### config.mk
export PLATFORM = sky130hd
export DESIGN_NAME = key_event_array
export DESIGN_NICKNAME = d
export VERILOG_FILES = /design/src/rtl/key_event_array_pkg.sv /design/src/rtl/key_event_channel.sv /design/src/rtl/key_event_array.sv
export SDC_FILE = /design/constraint.sdc
export NUM_CORES = 1
export LEC_CHECK = 0
export CAP_MARGIN = 25
export CORE_MARGIN = 3
export CORE_UTILIZATION = 47
export CTS_BUF_LIST = sky130_fd_sc_hd__clkbuf_16
export CTS_CLUSTER_SIZE = 16
export DETAILED_ROUTE_END_ITERATION = 6
export HOLD_SLACK_MARGIN = 0.12
export SLEW_MARGIN = 40
export SYNTH_ARGS = -nofsm -noshare
export SYNTH_HDL_FRONTEND = slang
export SYNTH_SLANG_ARGS = --single-unit
### constraint.sdc
create_clock -name clk_i -period 3.5 [get_ports clk_i]
set_clock_uncertainty 0.1 [all_clocks]
set_input_delay 0.525 -clock clk_i [delete_from_list [all_inputs] [get_ports clk_i]]
set_output_delay 0.525 -clock clk_i [all_outputs]
set_load 0.1 [all_outputs]
### src/rtl/key_event_array_pkg.sv
// +----------------------------------------------------------------------------+
// | key_event_array_pkg : FSM encodings and width helper for key_event_array   |
// | Rev 1.0                                                                    |
// +----------------------------------------------------------------------------+
`default_nettype none

package key_event_array_pkg;

    localparam logic [1:0] c_ST_IDLE = 2'd0;
    localparam logic [1:0] c_ST_HELD = 2'd1;
    localparam logic [1:0] c_ST_LONG = 2'd2;

    // Bits needed to hold values 0..value-1; never less than one bit.
    function automatic int clog2(input int value);
        int w;
        w = 0;
        for (int i = 0; i < 32; i++) begin
            if ((64'd1 << w) < 64'(value)) begin
                w = w + 1;
            end
        end
        return (w < 1) ? 1 : w;
    endfunction

endpackage

`default_nettype wire

### src/rtl/key_event_channel.sv
// +----------------------------------------------------------------------------+
// | key_event_channel : synchroniser, debouncer, event FSM for one key         |
// | Rev 1.0                                                                    |
// +----------------------------------------------------------------------------+
`default_nettype none

module key_event_channel
    import key_event_array_pkg::*;
#(
    parameter int DEBOUNCE_CYCLES = 20000,
    parameter int LONG_CYCLES     = 50000000,
    parameter int REPEAT_CYCLES   = 10000000,
    parameter int REPEAT_EN       = 1,
    parameter int ACTIVE_LOW      = 0
) (
    input  logic clk_i,
    input  logic rst_i,
    input  logic key_i,
    output logic pressed_o,
    output logic click_o,
    output logic release_o,
    output logic long_o,
    output logic repeat_o
);

    localparam int c_DB_W     = clog2(DEBOUNCE_CYCLES + 1);
    localparam int c_HOLD_MAX = (LONG_CYCLES > REPEAT_CYCLES) ? LONG_CYCLES : REPEAT_CYCLES;
    localparam int c_HOLD_W   = clog2(c_HOLD_MAX + 1);

    localparam logic [c_DB_W-1:0]   c_DB_LAST   = c_DB_W'(DEBOUNCE_CYCLES - 1);
    localparam logic [c_DB_W-1:0]   c_DB_ONE    = c_DB_W'(1);
    localparam logic [c_HOLD_W-1:0] c_LONG_LAST = c_HOLD_W'(LONG_CYCLES - 1);
    localparam logic [c_HOLD_W-1:0] c_REP_LAST  = c_HOLD_W'(REPEAT_CYCLES - 1);
    localparam logic [c_HOLD_W-1:0] c_HOLD_ONE  = c_HOLD_W'(1);
    localparam logic                c_INV       = (ACTIVE_LOW != 0);
    localparam logic                c_REP_EN    = (REPEAT_EN != 0);

    logic                r_s1;
    logic                r_s2;
    logic                r_stable;
    logic [c_DB_W-1:0]   r_db_cnt;
    logic [1:0]          r_state;
    logic [c_HOLD_W-1:0] r_hold_cnt;
    logic                r_click;
    logic                r_release;
    logic                r_long;
    logic                r_repeat;

    logic                w_flip;
    logic                w_rise;
    logic                w_fall;
    logic [1:0]          w_state_nxt;
    logic [c_HOLD_W-1:0] w_hold_nxt;
    logic                w_click;
    logic                w_release;
    logic                w_long;
    logic                w_repeat;

    assign w_flip = (r_s2 != r_stable) && (r_db_cnt == c_DB_LAST);
    assign w_rise = w_flip && !r_stable;
    assign w_fall = w_flip && r_stable;

    always_ff @(posedge clk_i) begin
        if (rst_i) begin
            // s1 holds the raw idle level so an active-low key does not glitch out of reset
            r_s1       <= c_INV;
            r_s2       <= 1'b0;
            r_stable   <= 1'b0;
            r_db_cnt   <= '0;
            r_state    <= c_ST_IDLE;
            r_hold_cnt <= '0;
            r_click    <= 1'b0;
            r_release  <= 1'b0;
            r_long     <= 1'b0;
            r_repeat   <= 1'b0;
        end else begin
            r_s1 <= key_i;
            r_s2 <= r_s1 ^ c_INV;
            if (r_s2 != r_stable) begin
                if (r_db_cnt == c_DB_LAST) begin
                    r_stable <= ~r_stable;
                    r_db_cnt <= '0;
                end else begin
                    r_db_cnt <= r_db_cnt + c_DB_ONE;
                end
            end else begin
                r_db_cnt <= '0;
            end
            r_state    <= w_state_nxt;
            r_hold_cnt <= w_hold_nxt;
            r_click    <= w_click;
            r_release  <= w_release;
            r_long     <= w_long;
            r_repeat   <= w_repeat;
        end
    end

    // A debounced release takes priority over any hold threshold in the same cycle.
    always_comb begin
        w_state_nxt = r_state;
        w_hold_nxt  = r_hold_cnt;
        w_click     = 1'b0;
        w_release   = 1'b0;
        w_long      = 1'b0;
        w_repeat    = 1'b0;
        if (w_fall) begin
            w_state_nxt = c_ST_IDLE;
            w_hold_nxt  = '0;
            w_release   = 1'b1;
        end else begin
            case (r_state)
                c_ST_IDLE: begin
                    if (w_rise) begin
                        w_state_nxt = c_ST_HELD;
                        w_hold_nxt  = '0;
                        w_click     = 1'b1;
                    end
                end
                c_ST_HELD: begin
                    if (r_hold_cnt == c_LONG_LAST) begin
                        w_state_nxt = c_ST_LONG;
                        w_hold_nxt  = '0;
                        w_long      = 1'b1;
                    end else begin
                        w_hold_nxt = r_hold_cnt + c_HOLD_ONE;
                    end
                end
                c_ST_LONG: begin
                    if (!c_REP_EN) begin
                        w_hold_nxt = '0;
                    end else if (r_hold_cnt == c_REP_LAST) begin
                        w_hold_nxt = '0;
                        w_repeat   = 1'b1;
                    end else begin
                        w_hold_nxt = r_hold_cnt + c_HOLD_ONE;
                    end
                end
                default: begin
                    w_state_nxt = c_ST_IDLE;
                    w_hold_nxt  = '0;
                end
            endcase
        end
    end

    assign pressed_o = r_stable;
    assign click_o   = r_click;
    assign release_o = r_release;
    assign long_o    = r_long;
    assign repeat_o  = r_repeat;

endmodule

`default_nettype wire

### src/rtl/key_event_array.sv
// +----------------------------------------------------------------------------+
// | key_event_array : N independent debounced key channels with event pulses  |
// | Rev 1.0                                                                    |
// +----------------------------------------------------------------------------+
`default_nettype none

module key_event_array
    import key_event_array_pkg::*;
#(
    parameter int N_KEYS          = 4,
    parameter int DEBOUNCE_CYCLES = 20000,
    parameter int LONG_CYCLES     = 50000000,
    parameter int REPEAT_CYCLES   = 10000000,
    parameter int REPEAT_EN       = 1,
    parameter int ACTIVE_LOW      = 0
) (
    input  logic              clk_i,
    input  logic              rst_i,
    input  logic [N_KEYS-1:0] key_i,
    output logic [N_KEYS-1:0] pressed_o,
    output logic [N_KEYS-1:0] click_o,
    output logic [N_KEYS-1:0] release_o,
    output logic [N_KEYS-1:0] long_o,
    output logic [N_KEYS-1:0] repeat_o
);

    for (genvar g = 0; g < N_KEYS; g++) begin : g_ch
        key_event_channel #(
            .DEBOUNCE_CYCLES (DEBOUNCE_CYCLES),
            .LONG_CYCLES     (LONG_CYCLES),
            .REPEAT_CYCLES   (REPEAT_CYCLES),
            .REPEAT_EN       (REPEAT_EN),
            .ACTIVE_LOW      (ACTIVE_LOW)
        ) u_ch (
            .clk_i     (clk_i),
            .rst_i     (rst_i),
            .key_i     (key_i[g]),
            .pressed_o (pressed_o[g]),
            .click_o   (click_o[g]),
            .release_o (release_o[g]),
            .long_o    (long_o[g]),
            .repeat_o  (repeat_o[g])
        );
    end

endmodule

`default_nettype wire

==> run metrics <==
status finished, final reports clean; CTS max path bufs 2; Synth Instances 1,294; Setup Crit Path Kind reg2reg; largest net degree at the start of global routing 32; io pins 26; DRT antenna net count 0; hold-critical path depth 1; CP top delay family simple AND/OR/NAND/NOR gates; Req. time, crit path 3.69 ns; yosys warns 0; area of the multi-input gates 5980 sq um; Die Wd 155 um; switching part of the total 22.3%; CTS H-tree lvls 4; Overflow after GRT 0; crit-path cells or4b_1 > or4_4 > nor4_2 > o22ai_2 > nand3_2 > o211ai_1; # rows 53; Mean Syn Cell Area 8.08 sq um; R2R depth 6; Tcrit/Tclk final 87.7%; endpoints failing setup 0; Starting Density 48.8%; slowest cell on the critical path or4_4; Post-synth top flop dfxtp_1; clock network power share 44.6%; share of layout cells above drive strength 1 7.92%; Worst-Margin Slew 0.721 ns; Die Y 155 um; number of synthesized flops with an enable pin 0; Slew headroom 51.7%; Clock Latency Late Sink 0.43 ns; FF+latch area 4000 sq um; Die ar. 24,100 sq um; Logic pwr share 2.6%; Buf/Inv on CP 0; count of cells resized by post-cts repair 0; Clock transition at path regs 0.07 ns; DPL Wire Length 15.9 mm; Fmax achieved 326 MHz; hold_ws 0.342 ns; TritonRoute pass-1 iters 5; Yosys reg bits 200; initial antenna violation count 0; Slew Limit Fails 0; r2r setup slk 0.43 ns; RR Endpoint g_ch[1].u_ch.r_hold_cnt[16]$_SDFFE_PP0P_; share of power burned in registers 52.9%; Max VDD drop 0.239 mV; setup bufs post-CTS 0; Critical R2R Launch g_ch[1].u_ch.r_hold_cnt[15]$_SDFFE_PP0P_; worst-path maximum fanout 19; leakage 3.65 nW; net count after synthesis 1,328; RSZ-0062 raised after global routing no; first-pass GRT wire length 40.2 mm; Setup crit end kind flop; critical path launch point type flop; Routed wire per std cell 14.7 um; vias in the first global route 8,481; post-synthesis sequential area ratio 38.3%; Residual DRC 0; Num CTS Buffers 17; CTS tree done; last weighted congestion value of the routability-driven placer 0.837; max-cap violation count 0; Post-CTS Hold Buffers 0; Mapped Area 10,500 sq um; class of the worst hold path reg2reg; fin crit period 3.07 ns; GRT Total Usage 19.4%; Max stage delay on crit path 0.56 ns; vias post-DR 9,098; Sink Count 200; clk root buf clkbuf_16; # nets final 1,322; Antenna Cells 0; worst endpoint data arrival time 3.27 ns; PortBufs 25; DRT Wirelength 23.1 mm; setup_tns 0 ns; WHS Endpoint g_ch[1].u_ch.r_s2$_SDFF_PP0_; fillers 2,021; Core ar. 21,400 sq um; hold path start g_ch[1].u_ch.r_s1$_SDFF_PP0_; vias per inst 5.77; initial DRC count 594; internal power 3.36 mW; final count of hold timing violations 0; pwr dens 381 nW/um^2; asr flop ratio synth 0%; count of cell types in the netlist 66; P&R area growth vs syn 8.44%; NetSw 0.963 mW
-- cell usage after synthesis (25+ instances only) --
| cell type | instances | area, sq um |
|---|---|---|
| nor2_1 | 134 | 503 |
| ha_1 | 28 | 350 |
| nand3_1 | 136 | 681 |
| a31oi_1 | 43 | 269 |
| nand2_1 | 151 | 567 |
| nor3_1 | 40 | 200 |
| and3_1 | 32 | 200 |
| clkbuf_1 | 41 | 154 |
| nand4_1 | 62 | 388 |
| dfxtp_1 | 200 | 4000 |
| xor2_1 | 33 | 289 |
| a21oi_1 | 39 | 195 |
| inv_1 | 25 | 93.8 |
-- through the flow --
stage          area, sq um  power [mW]  setup slack (ns)  std cells  util (%)
6_report             11300        4.32             0.430       1576      52.9
5_1_grt              11300        4.46             0.255       1576      52.9
4_1_cts              11300        4.37             0.421       1576      52.9
3_5_place_dp         10800        2.45             0.441       1544      50.3
3_3_place_gp         10800        2.45             0.509       1542      50.6
2_1_floorplan        10500        2.41             0.847       1294         -
-- logic make-up after synthesis --
logic type               Yosys count  synth area share, %
multiplexers                       6                0.575
AND/OR/NAND/NOR                  723                 36.4
AO/OA/AOI/OAI                    180                 11.8
flip-flops                       200                 38.3
adder cells (fa/ha/maj)           28                 3.35
XOR/XNOR                          57                 4.78
buffers and inverters            100                 4.77
-- layer usage --
layer | part of all wire (%) | track usage [%] | wire (um) | vias to the layer above
met5 | 0 | 0 | 0 | -
li1 | - | - | - | 4705
met2 | 46 | 31.5 | 10700 | 138
met4 | 1.0 | 4.42 | 242 | 0
met3 | 3.1 | 3.45 | 714 | 21
met1 | 50 | 27.1 | 11500 | 4234
-- worst max path at each step --
stage                                                         from                                        to  depth (start not counted)
after floorplan            g_ch[3].u_ch.r_hold_cnt[7]$_SDFFE_PP0P_   g_ch[3].u_ch.r_hold_cnt[6]$_SDFFE_PP0P_                          8
after global placement    g_ch[1].u_ch.r_hold_cnt[15]$_SDFFE_PP0P_   g_ch[1].u_ch.r_hold_cnt[7]$_SDFFE_PP0P_                          6
after detailed placement  g_ch[1].u_ch.r_hold_cnt[15]$_SDFFE_PP0P_   g_ch[1].u_ch.r_hold_cnt[2]$_SDFFE_PP0P_                          6
after CTS                 g_ch[1].u_ch.r_hold_cnt[15]$_SDFFE_PP0P_  g_ch[1].u_ch.r_hold_cnt[16]$_SDFFE_PP0P_                          6
after global routing      g_ch[1].u_ch.r_hold_cnt[15]$_SDFFE_PP0P_   g_ch[1].u_ch.r_hold_cnt[9]$_SDFFE_PP0P_                          7
final                     g_ch[1].u_ch.r_hold_cnt[15]$_SDFFE_PP0P_  g_ch[1].u_ch.r_hold_cnt[16]$_SDFFE_PP0P_                          6
-- flip-flops by register name, indices dropped and copies added, names as in the netlist --
name	cells
g_ch.u_ch.long_o	4
g_ch.u_ch.r_s1	4
g_ch.u_ch.click_o	4
g_ch.u_ch.r_state	8
g_ch.u_ch.r_hold_cnt	104
g_ch.u_ch.repeat_o	4
g_ch.u_ch.release_o	4
g_ch.u_ch.r_db_cnt	60
g_ch.u_ch.pressed_o	4
g_ch.u_ch.r_s2	4
-- power by group through the flow --
stage | combinational (mW) | sequential, mW | clock, mW
2_1_floorplan | 0.0717 | 2.34 | 0
3_3_place_gp | 0.111 | 2.34 | 0
3_5_place_dp | 0.111 | 2.34 | 0
4_1_cts | 0.111 | 2.28 | 1.97
5_1_grt | 0.122 | 2.28 | 2.06
6_report | 0.111 | 2.28 | 1.93
-- layout by cell type (no fill, tap or decap), drive strengths merged, types with 23 or more instances in the layout --
master and instances:
dfxtp 200, nand2 151, nand3 137, nor2 134, nand4 62, buf 45
a31oi 43, nor3 40, a21oi 40, xor2 33, and3 32, ha 28
inv 28, o21ai 25, xnor2 24, nor4 23
-- final cells by class --
class / instances / area share [%]
Multi-Input combinational cell: 994 / 52.8
Sequential cell: 200 / 35.3
Clock buffer: 17 / 3.75
Timing Repair Buffer: 50 / 3.08
Tap cell: 275 / 3.04
Clock inverter: 15 / 1.21
Inverter: 25 / 0.828
No activity file was read; power rests on OpenSTA's default activity.
